$ cat config.mk
export PLATFORM = sky130hd
export DESIGN_NAME = world_map_arbiter_flat
export DESIGN_NICKNAME = d
export VERILOG_FILES = /design/src/rtl/world_map_pkg.sv /design/src/rtl/world_map_arbiter_if.sv /design/src/rtl/world_map_arbiter_xlate.sv /design/src/rtl/world_map_arbiter.sv /design/src/flat_wrapper.sv
export SDC_FILE = /design/constraint.sdc
export NUM_CORES = 1
export LEC_CHECK = 0
export BUFFER_PORTS_ARGS = -buffer_cell sky130_fd_sc_hd__buf_4
export CAP_MARGIN = 20
export CELL_PAD_IN_SITES_DETAIL_PLACEMENT = 1
export CELL_PAD_IN_SITES_GLOBAL_PLACEMENT = 2
export CORE_UTILIZATION = 26
export DETAILED_ROUTE_END_ITERATION = 8
export PLACE_DENSITY = 0.87
export SLEW_MARGIN = 20
export SYNTH_ARGS = -nofsm -noshare
export SYNTH_HDL_FRONTEND = slang
export SYNTH_SLANG_ARGS = --single-unit
$ cat constraint.sdc
create_clock -name sys_clk -period 1.9 [get_ports sys_clk]
set_input_delay 0 -clock sys_clk [delete_from_list [all_inputs] [get_ports sys_clk]]
set_output_delay 0 -clock sys_clk [all_outputs]
set_load 0.1 [all_outputs]
$ cat src/rtl/world_map_pkg.sv
// Shared definitions for the world map read-port arbiter.
// Holds the map geometry, the display-to-map scale, the map value
// encodings and the grant-state type used by the arbiter core.
package world_map_pkg;

    localparam int WORLD_DIM   = 128;               // map is WORLD_DIM x WORLD_DIM cells
    localparam int MAP_AW      = 14;                // {row[6:0], col[6:0]}
    localparam int MAP_DW      = 2;                 // bits per map cell
    localparam int DISP_REGION = 512;               // display pixels covered by the map
    localparam int SCALE_SHIFT = 2;                 // 4x4 display pixels per map cell
    localparam int PIX_W       = 10;                // width of pixel_row / pixel_column
    localparam int COORD_W     = $clog2(WORLD_DIM); // 7-bit map row / column

    typedef logic [MAP_AW-1:0] map_addr_t;
    typedef logic [MAP_DW-1:0] map_val_t;

    // Map value encodings; only background is interpreted here.
    localparam map_val_t MAP_BACKGROUND = 2'b00;

    // Owner of the memory read issued in the previous cycle.
    typedef enum logic [1:0] {
        ST_IDLE = 2'd0,
        ST_DISP = 2'd1,
        ST_BOT  = 2'd2
    } grant_e;

endpackage

$ cat src/rtl/world_map_arbiter_if.sv
// Bus bundle around the world map arbiter.
//   display side : disp_req, disp_row, disp_col -> world_pixel, disp_miss
//   bot side     : bot_req, bot_addr            -> bot_ack, bot_data
//   memory side  : map_en, map_addr             <- map_data
// slave  : the arbiter's view.
// master : the surrounding system (pixel timing, Rojobot, map memory).
interface world_map_arbiter_if #(
    parameter int MISS_W = 16
);
    logic                           disp_req;
    logic [world_map_pkg::PIX_W-1:0] disp_row;
    logic [world_map_pkg::PIX_W-1:0] disp_col;
    world_map_pkg::map_val_t        world_pixel;

    logic                           bot_req;
    world_map_pkg::map_addr_t       bot_addr;
    logic                           bot_ack;
    world_map_pkg::map_val_t        bot_data;

    logic                           map_en;
    world_map_pkg::map_addr_t       map_addr;
    world_map_pkg::map_val_t        map_data;

    logic [MISS_W-1:0]              disp_miss;

    modport slave (
        input  disp_req, disp_row, disp_col, bot_req, bot_addr, map_data,
        output world_pixel, bot_ack, bot_data, map_en, map_addr, disp_miss
    );

    modport master (
        output disp_req, disp_row, disp_col, bot_req, bot_addr, map_data,
        input  world_pixel, bot_ack, bot_data, map_en, map_addr, disp_miss
    );

endinterface

$ cat src/rtl/world_map_arbiter_xlate.sv
// map_addr_xlate: combinational display-pixel to map-cell translation.
//   disp_row, disp_col : pixel coordinates from the timing logic
//   in_region          : pixel lies inside the 512x512 area covered by the map
//   map_addr           : {disp_row[8:2], disp_col[8:2]}
module map_addr_xlate
    import world_map_pkg::*;
(
    input  logic [PIX_W-1:0] disp_row,
    input  logic [PIX_W-1:0] disp_col,
    output logic             in_region,
    output map_addr_t        map_addr
);

    assign in_region = (disp_row < PIX_W'(DISP_REGION)) &&
                       (disp_col < PIX_W'(DISP_REGION));

    // Dropping the low SCALE_SHIFT bits gives the 4x magnification.
    for (genvar gi = 0; gi < COORD_W; gi++) begin : g_coord
        assign map_addr[COORD_W + gi] = disp_row[SCALE_SHIFT + gi];
        assign map_addr[gi]           = disp_col[SCALE_SHIFT + gi];
    end

endmodule

$ cat src/rtl/world_map_arbiter.sv
// world_map_arbiter: shares the single map-memory read port between the
// display path (priority) and the Rojobot bot port (starvation-guarded).
//   sys_clk : system clock, all state on its rising edge
//   sys_rst : asynchronous active-low reset
//   bus     : world_map_arbiter_if.slave (display, bot and memory signals)
// A read granted in cycle N returns map_data in cycle N+1, where it is
// either registered into world_pixel or passed to bot_data with bot_ack.
module world_map_arbiter
    import world_map_pkg::*;
#(
    parameter int STARVE_LIMIT = 8,   // 1..255
    parameter int MISS_W       = 16
) (
    input  logic               sys_clk,
    input  logic               sys_rst,
    world_map_arbiter_if.slave bus
);

    logic      in_region;
    map_addr_t disp_addr;

    map_addr_xlate u_xlate (
        .disp_row  (bus.disp_row),
        .disp_col  (bus.disp_col),
        .in_region (in_region),
        .map_addr  (disp_addr)
    );

    grant_e            state_reg, state_next;
    logic              oor_pending_reg, oor_pending_next;
    logic [7:0]        starve_reg, starve_next;
    logic [MISS_W-1:0] miss_reg, miss_next;
    map_val_t          pixel_reg, pixel_next;

    logic guard;
    logic disp_claim;
    logic grant_disp;
    logic grant_bot;
    logic bot_ack;

    assign bot_ack = (state_reg == ST_BOT);
    assign guard   = (starve_reg >= 8'(STARVE_LIMIT));

    // Requests are masked while reset is held so that map_en/map_addr read
    // as zero immediately, not only after the registers have cleared.
    assign disp_claim = sys_rst & bus.disp_req & in_region;
    assign grant_disp = disp_claim & ~guard;
    // The ack cycle never re-grants: the requester has not yet had a chance
    // to drop bot_req or move bot_addr.
    assign grant_bot  = sys_rst & bus.bot_req & ~bot_ack & (~disp_claim | guard);

    // State register
    always_ff @(posedge sys_clk or negedge sys_rst) begin
        if (!sys_rst) begin
            state_reg       <= ST_IDLE;
            oor_pending_reg <= 1'b0;
            starve_reg      <= '0;
            miss_reg        <= '0;
            pixel_reg       <= MAP_BACKGROUND;
        end else begin
            state_reg       <= state_next;
            oor_pending_reg <= oor_pending_next;
            starve_reg      <= starve_next;
            miss_reg        <= miss_next;
            pixel_reg       <= pixel_next;
        end
    end

    // Next-state logic
    always_comb begin
        state_next       = ST_IDLE;
        oor_pending_next = bus.disp_req & ~in_region;
        starve_next      = starve_reg;
        miss_next        = miss_reg;
        pixel_next       = pixel_reg;

        if (grant_disp) begin
            state_next = ST_DISP;
        end else if (grant_bot) begin
            state_next = ST_BOT;
        end

        if (!bus.bot_req || grant_bot) begin
            starve_next = '0;
        end else if (starve_reg != 8'hFF) begin
            starve_next = starve_reg + 8'd1;
        end

        // An in-region request that lost its slot to the guard.
        if (disp_claim && !grant_disp && (miss_reg != {MISS_W{1'b1}})) begin
            miss_next = miss_reg + 1'b1;
        end

        // Out-of-region requests never touch memory but still complete
        // with background at the normal latency.
        if (state_reg == ST_DISP) begin
            pixel_next = bus.map_data;
        end else if (oor_pending_reg) begin
            pixel_next = MAP_BACKGROUND;
        end
    end

    // Output logic
    always_comb begin
        bus.map_en      = grant_disp | grant_bot;
        bus.map_addr    = '0;
        if (grant_disp) begin
            bus.map_addr = disp_addr;
        end else if (grant_bot) begin
            bus.map_addr = bus.bot_addr;
        end
        bus.bot_ack     = bot_ack;
        bus.bot_data    = bot_ack ? bus.map_data : MAP_BACKGROUND;
        bus.world_pixel = pixel_reg;
        bus.disp_miss   = miss_reg;
    end

endmodule
$ cat src/flat_wrapper.sv
// flat-port wrapper written by rule: the top's interface ports become plain ports
module world_map_arbiter_flat import world_map_pkg::*;
#(
    parameter int STARVE_LIMIT = 8,            
    parameter int MISS_W       = 16
)
  (sys_clk, sys_rst, bus_disp_req, bus_disp_row, bus_disp_col, bus_bot_req, bus_bot_addr, bus_map_data, bus_world_pixel, bus_bot_ack, bus_bot_data, bus_map_en, bus_map_addr, bus_disp_miss);
  world_map_arbiter_if #(.MISS_W(MISS_W)) bus_i ();
  input  logic sys_clk;
  input  logic sys_rst;
  input wire logic [$bits(bus_i.disp_req)-1:0] bus_disp_req;
  input wire logic [$bits(bus_i.disp_row)-1:0] bus_disp_row;
  input wire logic [$bits(bus_i.disp_col)-1:0] bus_disp_col;
  input wire logic [$bits(bus_i.bot_req)-1:0] bus_bot_req;
  input wire logic [$bits(bus_i.bot_addr)-1:0] bus_bot_addr;
  input wire logic [$bits(bus_i.map_data)-1:0] bus_map_data;
  output wire logic [$bits(bus_i.world_pixel)-1:0] bus_world_pixel;
  output wire logic [$bits(bus_i.bot_ack)-1:0] bus_bot_ack;
  output wire logic [$bits(bus_i.bot_data)-1:0] bus_bot_data;
  output wire logic [$bits(bus_i.map_en)-1:0] bus_map_en;
  output wire logic [$bits(bus_i.map_addr)-1:0] bus_map_addr;
  output wire logic [$bits(bus_i.disp_miss)-1:0] bus_disp_miss;
  assign bus_i.disp_req = bus_disp_req;
  assign bus_i.disp_row = bus_disp_row;
  assign bus_i.disp_col = bus_disp_col;
  assign bus_i.bot_req = bus_bot_req;
  assign bus_i.bot_addr = bus_bot_addr;
  assign bus_i.map_data = bus_map_data;
  assign bus_world_pixel = bus_i.world_pixel;
  assign bus_bot_ack = bus_i.bot_ack;
  assign bus_bot_data = bus_i.bot_data;
  assign bus_map_en = bus_i.map_en;
  assign bus_map_addr = bus_i.map_addr;
  assign bus_disp_miss = bus_i.disp_miss;
  world_map_arbiter #(.STARVE_LIMIT(STARVE_LIMIT), .MISS_W(MISS_W)) u_core (.sys_clk(sys_clk), .sys_rst(sys_rst), .bus(bus_i));
endmodule
# Word-level counts from Yosys, hierarchy flattened
# Index checks and enable logic that the tools add are counted.
# classes
magnitude_cmp	3
n_addsub	2
mux	9
n_reduce_logical	8
n_bitwise	13
eq_ne	4
# op_table
op	count
$mux W14	2
$lt A10 B10 Y1 const B	2
$add A16 B1 Y16 const B	1
$mux W8	2
$ne A16 B16 Y1 const B	1
$mux W2	5
$add A8 B1 Y8 const B	1
$ge A8 B4 Y1 const B	1
$ne A8 B8 Y1 const B	1
$and A1 B1 Y1	7
$not A1 Y1	4
$reduce_bool A2 Y1	2
$logic_and A1 B1 Y1	3
$eq A2 B1 Y1 const B	1
$eq A2 B2 Y1 const B	1
$logic_not A1 Y1	2
$or A1 B1 Y1	2
$logic_or A1 B1 Y1	1
# word_totals
inputBits	40
out_inout_bits	36
register_bits	29
word_cells	44

# Longest topological paths before layout
# Gate-level depths: netlist of run 1.
# logic_depth
depth_word	8
mapped_depth	6
ltp_nobuf	5

# By module
# A second synthesis of run 1 with hierarchy kept.
# unflattened
hier_cells	173
hier_area_um2	1694.1
# modules_own_cells
mod	area_each_um2	cells_per_inst	instances
world_map_arbiter	1585.3	158	1
map_addr_xlate	108.9	15	1

# Worst setup path before layout of run 1
# No wires, ideal clock.
# synth_timing
path_kind	register to register
from	reg u_core.miss_reg[0] (netlist: u_core.bus.disp_miss[0])
to	reg u_core.miss_reg[15] (netlist: u_core.bus.disp_miss[15])
n_path_buf	1
arrival_ns	2.287
setup_time_ns	0.163
path_slack_ns	-0.549
period_less_slack_ns	2.449
stages_incl_launch_ff	7
cell_sequence	dfrtp_1 -> ha_1 -> nand4_1 -> nor4_1 -> clkbuf_1 -> nor4_1 -> xor2_1
# synth_via
elab_chain_cells	2
word_cells_on_any_way	3
cone_classes	1 x add/sub; 1 x eq/ne; 1 x reduce/logical
# synth_lines
item	line	source
start: declaration	world_map_arbiter.sv:32	logic [MISS_W-1:0] miss_reg, miss_next;
start signal: assignment	world_map_arbiter.sv:64	miss_reg <= miss_next;
parallel branches: the longest is 2 deep, another holds $add A16 B1 Y16	--	
# Several ways; the timed one is not identified.
# A chain may end at the register's enable or synchronous reset.

# Worst setup path after layout of run 1
# layout_timing
from	reg u_core.starve_reg[4]
to	out bus_map_addr[6]
# layout_via
elab_chain_cells	5
word_cells_on_any_way	7
cone_classes	1 x order compare; 2 x mux; 4 x bitwise
# layout_lines
item	line	source
start: declaration	world_map_arbiter.sv:31	logic [7:0] starve_reg, starve_next;
start signal: assignment	world_map_arbiter.sv:63	starve_reg <= starve_next;
$ge A8 B4 Y1 *	world_map_arbiter.sv:42	assign guard = (starve_reg >= 8'(STARVE_LIMIT));
$or A1 B1 Y1	world_map_arbiter.sv:50	assign grant_bot = sys_rst & bus.bot_req & ~bot_ack & (~disp_claim | guard);
$and A1 B1 Y1	world_map_arbiter.sv:50	
$mux W14	world_map_arbiter.sv:109	end else if (grant_bot) begin
$mux W14 *	world_map_arbiter.sv:107	if (grant_disp) begin
end: declaration	flat_wrapper.sv:21	output wire logic [$bits(bus_i.map_addr)-1:0] bus_map_addr;
# Mark *: on every way between the ends. The rest lies on a longest branch, timed or not.

==> results of run 1 <==
layout make-up:
class	instances	area, um2	area share [%]
clock buffers	8	90.09	2.962
inverters	6	22.52	0.7404
flip-flops and latches	29	765.7	25.17
multi-input cells	122	1008	33.16
repair buffers	111	1061	34.88
well taps	75	93.84	3.085
cell usage in the layout (no fill, tap or decap), types with 3 or more instances in the layout:
cell type | Yosys | layout
nand3_1 | 9 | 9
o21ai_0 | 5 | 5
xor2_1 | 17 | 17
inv_1 | 6 | 6
nor3_1 | 8 | 8
nand2_1 | 8 | 8
a22o_4 | 0 | 14
clkbuf_8 | 0 | 6
buf_4 | 0 | 89
o211ai_1 | 3 | 3
dfrtp_2 | 0 | 8
dlygate4sd3_1 | 0 | 3
dfrtp_1 | 29 | 13
dfrtp_4 | 0 | 8
nor4_1 | 6 | 3
and3_1 | 5 | 5
buf_12 | 0 | 15
nor2_1 | 13 | 13
ha_1 | 3 | 3
nand4_1 | 6 | 6
cell families after synthesis:
group | Yosys count
flops | 29
simple gates | 70
fa+ha+maj | 3
mux | 1
xor+xnor | 19
compound gates | 28
buf+inv | 10
routing by layer:
layer	track usage (%)	vias to the layer above	wire [um]
met5	0	-	0
met4	4.821	0	59
met3	5.909	7	382
met2	35.85	58	3308
met1	17.55	840	1967
li1	-	813	-
power breakdown:
| group | switching (mW) | internal [mW] |
|---|---|---|
| Combinational | 0.281 | 0.181 |
| Sequential | 0.00716 | 0.628 |
| Clock | 0.227 | 0.295 |
critical path: cells and delay by family, from the launching register on:
family                 cells  cell delay (ps)
DFF                        1              390
buffers and inverters      2              350
and+or+nand+nor            3              830
AOI/OAI and AO/OA          1              250
what timing repair did:
item                                    in CTS  in global routing
hold buffers                                 3                  0
setup buffers                                3                  3
pin swaps                                    3                  4
gates resized for setup                     53                  5
gates cloned                                 1                  1
endpoints found under the setup margin      28                 20
endpoints found under the hold margin       30                  0
worst max path at each step:
stage                                              startpoint                                  end  slack, ps  cells past startpoint
after floorplan              u_core.starve_reg[4]$_DFFE_PN0P_                           bus_map_en        -90                      4
after global placement    u_core.bus.disp_miss[0]$_DFFE_PN0P_  u_core.bus.disp_miss[1]$_DFFE_PN0P_       -190                      5
after detailed placement  u_core.bus.disp_miss[0]$_DFFE_PN0P_  u_core.bus.disp_miss[1]$_DFFE_PN0P_       -290                      5
after CTS                    u_core.starve_reg[4]$_DFFE_PN0P_                      bus_map_addr[3]       -180                      6
after global routing         u_core.starve_reg[6]$_DFFE_PN0P_                      bus_map_addr[6]       -270                      6
final                        u_core.starve_reg[4]$_DFFE_PN0P_                      bus_map_addr[6]       -200                      6
==> metrics, run 1 <==
Post-synth EDFFs=0; vias in the first global route=between 1500 and 2000; PwrDens=532.3 mW/mm2; # DRC=0; Rows=28; CP max stage delay=~540 ps; first-pass GRT wire length=a little under 9 mm; commonest cells in the netlist=29 x dfrtp_1, 17 x xor2_1, 14 x a22o_1, 13 x nor2_1, 9 x nand3_1; worst hold path depth=3; Post-Synth Adder-Cell Area=2.344%; CP Class=flip-flop to output port; syn nets=203; Worst Hold End=u_core.bus.world_pixel[1]$_DFFE_PN0P_; largest net degree at the start of global routing=31; r2r setup slk=about 30 ps; Iteration-0 DRC Markers=67; FF-to-FF Start=u_core.starve_reg[4]$_DFFE_PN0P_; CTS buffer count=5; Synth warnings=0; Worst setup SP type=flip-flop; Crit Path Max Fanout=8; worst hold margin=around 5.5 ps; grt ovf=0; Hold Path Origin=bus_map_data[1]; Netlist cell types=35; placed inst area=0.002581 mm2; GPL Wtd Cong=a little over 0.7; crit end category=output port; final setup fails=15; clk slew on worst S/H paths=around 60 ps; worst rel slew slack=between 70 and 80%; Period minus WS final=approximately 2100 ps; number of I/O port buffers=71; failing checks=setup timing; worst reg2reg path depth=6; slowest CP cell=or4_4; root buffer cell=clkbuf_8; HPWL Detailed=around 3.7 mm; die width=80.49 um; Placement Setup Slack=-290.5 ps; H-tree levels=2; worst-skew pair later-pin latency=approximately 270 ps; die area=about 0.0065 mm2; Power Total=between 1.5 and 2 mW; clk_skew=roughly 1.4 ps; vias per cell=between 4 and 5; layout cells sized above 1=57.25%; Post-Layout Cell Count=351; drt total wl=about 5.7 mm; Post-Synth Simple-Gate Area=approximately 25%; Tcrit/Tclk final=110.5%; Filler cells=649; max_cap viols=0; vias=~1700; area fraction in compound gates after synthesis=between 10% and 20%; register area share after synthesis=between 40% and 50%; Syn Inst Count=160; Clock Sinks=29; Post-Synth XOR/XNOR Area=between 10 and 15%; detailed-route wire length per cell=16.29 um; Hold/Removal Path Class=primary input to flip-flop; Hold Vio Cnt, Final=0; Crit path required time=around 1900 ps; placed cell count=332; Layout Utilization=between 50% and 60%; Arr. time, crit path=between 2000 and 2500 ps; Largest register FFs=16; Tot GR Track Use=a little under a fifth; initial antenna violation count=0; RSZ-0062 raised after global routing=true; first-pass iteration count of the detailed router=4; synth top area cells=dfrtp_1 45%, xor2_1 9.3%, a22o_1 7.7%; final setup TNS=-2809 ps; ANT cells=0; Total Nets Final=between 300 and 400; mux cell area share after synthesis=less than 1%; ANT nets after route=0; Core ar.=~0.0059 mm2; CTS tree=built; status=complete, but fails checks; Avg Cell Area, Syn=10.01 um2; P_leak=1.510 nW; main combinational cell family by area after synthesis=simple AND/OR/NAND/NOR gates; Die H=a little over 80 um; post-synth top area cell=dfrtp_1; Final Cell Area=slightly above 0.003 mm2; PnR worst setup slack=-199.9 ps; starting density of the core=a little over a quarter; FF-to-FF End=u_core.starve_reg[6]$_DFFE_PN0P_; Max VDD drop=slightly above 300 uV; area grow syn2layout=89.92%; critical path cell sequence=or4_4 -> nor3b_4 -> buf_6 -> nor2_4 -> a22o_4 -> buf_12; IO Pins=76; top-area cell type share of the netlist area=45.31%; most common cell in the netlist=dfrtp_1; ys flop type=dfrtp_1; Max Fclk=about 480 MHz; max-slew violation count=0; Worst Max-Slew Pin Slew=about 430 ps; Synth async-reset ratio=100.0%; deepest clock path buffer count=2; flops & latches, synth=29; Mapped Area=approximately 0.0016 mm2
No activity file was read; power rests on OpenSTA's default activity.
==> run 2: changes to the inputs <==
- CORE_UTILIZATION: 26 -> 28
- CTS_CLUSTER_SIZE: default -> 10
- GPL_TIMING_DRIVEN: default -> 0
- PLACE_DENSITY: 0.87 -> 0.92
- clock period: 1.9 -> 2.6 ns (I/O delays scaled with it)
==> metrics, run 2 (same netlist as run 1, synthesis figures left out) <==
status=finished, final reports clean; Power Total=1.285 mW; # DRC=0; vias=about 1600; vias in the first global route=approximately 1600; Hold Vio Cnt, Final=0; r2r setup slk=520 ps; Die H=77.63 um; Crit Path Max Fanout=10; clk_skew=13.13 ps; Worst setup SP type=flip-flop; final setup TNS=0 ps; final setup fails=0; net load switching power=around 370 uW; initial antenna violation count=0; Arr. time, crit path=2330 ps; Internal=approximately 920 uW; clock network power share=roughly 44%; vias per cell=between 4 and 5; P_leak=1.239 nW; Hold/Removal Path Class=primary input to flip-flop; PwrDens=roughly 530 mW/mm2; clk slew on worst S/H paths=approximately 60 ps; worst-skew pair later-pin latency=between 200 and 300 ps; crit end category=output port; worst reg2reg path depth=6; FF-to-FF Start=u_core.bus.disp_miss[0]$_DFFE_PN0P_; largest net degree at the start of global routing=33; Layout Utilization=43.72%; Period minus WS final=approximately 2300 ps; layout cells sized above 1=a little under two fifths; drt total wl=4.753 mm; ANT nets after route=0; root buffer cell=clkbuf_8; Crit path required time=roughly 2600 ps; starting density of the core=29.08%; Total Nets Final=around 290; die area=between 0.006 and 0.007 mm2; deepest clock path buffer count=2; grt ovf=0; Hold Path Origin=bus_map_data[0]; most frequent cells in the layout=72 x buf_4, 29 x dfrtp_1, 17 x xor2_1; first-pass iteration count of the detailed router=4; RSZ-0062 raised after global routing=false; HPWL Detailed=around 3.5 mm; Core ar.=~0.0055 mm2; Iteration-0 DRC Markers=between 50 and 60; GPL Wtd Cong=about 0.76; Reg power frac=~36%; Clock Sinks=29; Rows=27; area grow syn2layout=50.31%; Switching Share=28.55%; number of I/O port buffers=just over 70; Tot GR Track Use=about 17%; Filler cells=637; Max Fclk=about 430 MHz; Max VDD drop=about 210 uV; CTS buffer count=5; detailed-route wire length per cell=between 15 and 20 um; worst hold path depth=3; CP Class=flip-flop to output port; H-tree levels=2; Tcrit/Tclk final=around nine tenths; worst hold margin=between 20 and 30 ps; CTS tree=built; Largest register FFs=16; Worst Max-Slew Pin Slew=~630 ps; Post-Layout Cell Count=about 320; share of power burned in combinational logic=about a fifth; ANT cells=0; first-pass GRT wire length=7.969 mm; die width=77.63 um; max_cap viols=0; most common cell after layout, fill and taps aside=buf_4; Worst Hold End=u_core.bus.world_pixel[0]$_DFFE_PN0P_; IO Pins=between 70 and 80; worst rel slew slack=roughly 58%; FF-to-FF End=u_core.bus.disp_miss[6]$_DFFE_PN0P_; max-slew violation count=0; placed cell count=around 300
## run 2: cell count changes in the layout (fill, tap and decap cells not counted), moves of 8 or more
cell     before  now
a22o_1        0   14
a22o_4       14    0
buf_12       15    0
buf_4        89   72
dfrtp_1      13   29
dfrtp_2       8    0
dfrtp_4       8    0
## run 2: final cells by class
type	count	area (um2)	share of cell area, %
Buffer	4	23.77	0.9875
Clock buffer	5	68.82	2.859
Clock inverter	3	65.06	2.703
Inverter	6	22.52	0.9356
Multi-Input combinational cell	121	829.5	34.46
Sequential cell	29	725.7	30.15
Tap cell	72	90.09	3.742
Timing Repair Buffer	76	581.8	24.17
## run 2: worst max path at each step
stage	startpoint	end	slack, ps	cells after the start
2_1_floorplan	u_core.bus.disp_miss[0]$_DFFE_PN0P_	u_core.bus.disp_miss[15]$_DFFE_PN0P_	150	6
3_5_place_dp	u_core.starve_reg[4]$_DFFE_PN0P_	bus_map_addr[9]	390	5
6_report	u_core.starve_reg[4]$_DFFE_PN0P_	bus_map_addr[8]	270	5
3_3_place_gp	u_core.starve_reg[4]$_DFFE_PN0P_	bus_map_addr[8]	390	5
4_1_cts	u_core.starve_reg[4]$_DFFE_PN0P_	bus_map_addr[8]	60	5
5_1_grt	u_core.starve_reg[4]$_DFFE_PN0P_	bus_map_addr[8]	160	5
## run 2: through the flow
step | cell area, um2 | setup WS, ps
6_report | 2407 | 266.2
5_1_grt | 2407 | 158.8
4_1_cts | 2389 | 64.94
3_5_place_dp | 2225 | 388.2
3_3_place_gp | 2225 | 390.1
2_1_floorplan | 1602 | 150.6
## run 2: worst max-delay path: stages, from the launching register on
cell and delay (ps):
dfrtp_1 450, or4_4 580, nor3b_4 300, buf_2 270
a22o_1 170, buf_4 280
## run 2: power by group through the flow
stage / Combinational (mW) / Sequential (mW) / Clock (mW)
6_report: 0.259 / 0.465 / 0.561
4_1_cts: 0.259 / 0.465 / 0.572
3_5_place_dp: 0.255 / 0.473 / 0
2_1_floorplan: 0.149 / 0.490 / 0
3_3_place_gp: 0.252 / 0.473 / 0
5_1_grt: 0.273 / 0.466 / 0.594
## run 2: what timing repair did
action	4_1_cts	5_1_grt
endpoints found under the hold margin	30	0
setup endpoints to repair	0	9
hold buffers	3	0
buffers inserted	0	2
gates resized for setup	0	1
## run 2: layer usage
metal	routed length (um)	track usage, %	vias up
met2	2472	28.41	31
met4	80	7.358	0
met5	0	0	-
met3	165	4.000	11
met1	2035	20.87	764
li1	-	-	750
==> run 3: changes to the inputs <==
- RECOVER_POWER: default -> 50
==> metrics, run 3 (same netlist as run 1, synthesis figures left out) <==
status=finished, final reports clean; largest net degree at the start of global routing=33; Period minus WS final=about 2300 ps; FF-to-FF Start=u_core.bus.disp_miss[0]$_DFFE_PN0P_; HPWL Detailed=approximately 3.5 mm; Max Fclk=between 400 and 500 MHz; IO Pins=76; placed inst area=roughly 0.0022 mm2; Worst Hold End=u_core.bus.world_pixel[0]$_DFFE_PN0P_; Total Nets Final=~290; CTS buffer count=5; Tcrit/Tclk final=~90%; worst-skew pair later-pin latency=290 ps; H-tree levels=2; RSZ-0062 raised after global routing=false; Iteration-0 DRC Markers=45; worst hold margin=approximately 27 ps; vias=roughly 1600; Hold Path Origin=bus_map_data[0]; grt ovf=0; number of I/O port buffers=71; vias per cell=4.911; GPL Wtd Cong=0.7629; detailed-route wire length per cell=around 15 um; drt total wl=4.771 mm; Die H=between 70 and 80 um; Post-Layout Cell Count=around 320; deepest clock path buffer count=2; worst hold path depth=3; initial antenna violation count=0; Power Total=~1.3 mW; # DRC=0; worst reg2reg path depth=6; ANT nets after route=0; Rows=27; Worst Max-Slew Pin Slew=1177 ps; Max VDD drop=roughly 210 uV; Core ar.=~0.0055 mm2; Final Cell Area=around 0.0023 mm2; root buffer cell=clkbuf_8; Crit path required time=around 2600 ps; clk slew on worst S/H paths=approximately 60 ps; clk_skew=roughly 14 ps; r2r setup slk=approximately 520 ps; die area=~0.0060 mm2; final setup TNS=0 ps; area grow syn2layout=46.56%; Hold Vio Cnt, Final=0; Clock Sinks=29; crit end category=output port; max-slew violation count=0; worst rel slew slack=a little over a fifth; most frequent cells in the layout=56 x buf_4, 29 x dfrtp_1, 18 x clkbuf_1; max_cap viols=0; ANT cells=0; FF-to-FF End=u_core.bus.disp_miss[6]$_DFFE_PN0P_; PwrDens=546.9 mW/mm2; CP Class=flip-flop to output port; first-pass GRT wire length=7.969 mm; first-pass iteration count of the detailed router=4; final setup fails=0; die width=77.63 um; Crit Path Max Fanout=10; Tot GR Track Use=between 15 and 20%; starting density of the core=roughly 29%; most common cell after layout, fill and taps aside=buf_4; placed cell count=between 300 and 400; layout cells sized above 1=a little under a third; Hold/Removal Path Class=primary input to flip-flop; Largest register FFs=16; CTS tree=built; Worst setup SP type=flip-flop; Arr. time, crit path=between 2000 and 2500 ps; P_leak=1.171 nW; vias in the first global route=between 1500 and 2000
## run 3: worst max-delay path by stage
stage                                                    from                              endpoint  slack [ps]  cells after the start
final                        u_core.starve_reg[4]$_DFFE_PN0P_                       bus_map_addr[8]         270                      5
after global routing         u_core.starve_reg[4]$_DFFE_PN0P_                       bus_map_addr[8]         160                      5
after CTS                    u_core.starve_reg[4]$_DFFE_PN0P_                       bus_map_addr[8]          60                      5
after detailed placement     u_core.starve_reg[4]$_DFFE_PN0P_                       bus_map_addr[9]         390                      5
after global placement       u_core.starve_reg[4]$_DFFE_PN0P_                       bus_map_addr[8]         390                      5
after floorplan           u_core.bus.disp_miss[0]$_DFFE_PN0P_  u_core.bus.disp_miss[15]$_DFFE_PN0P_         150                      6
## run 3: per-layer routing
metal  global-route usage, %  vias to the layer above  wire, um
met3                   4.000                       11       173
met4                   7.358                        0        80
met1                   20.87                      761      2055
met5                       0                        -         0
met2                   28.41                       31      2461
li1                        -                      749         -
## run 3: where the power goes
group,total [mW],switching [mW],internal [mW]
Clock,0.561,0.181,0.381
Combinational,0.257,0.180,0.0772
Sequential,0.465,0.00654,0.458
Total,1.28,0.368,0.916
## run 3: repair_timing
item                                    4_1_cts  5_1_grt
resized for setup                             0        1
endpoints found under the setup margin        0        9
hold buffers                                  3        0
hold endpoints to repair                     30        0
setup buffers                                 0        2
## run 3: critical path: stages (launching register included)
cell	delay [ps]
dfrtp_1	450
or4_4	580
nor3b_4	300
buf_2	270
a22o_1	170
buf_4	280
## run 3: final cells by class
cell class              instances  area, um2
inverters                       6      22.52
clock buffers                   5      68.82
repair buffers                 76      521.8
flip-flops and latches         29      725.7
well taps                      72      90.09
fillers                       647       3159
multi-input cells             121      829.5
plain buffers                   4      23.77
clock inverters                 3      65.06
## run 3: per-stage QoR
stage	utilization, %	setup slack (ps)
2_1_floorplan	-	150.6
3_3_place_gp	40.40	390.1
3_5_place_dp	40.40	388.2
4_1_cts	43.38	64.94
5_1_grt	42.63	158.8
6_report	42.63	265.7
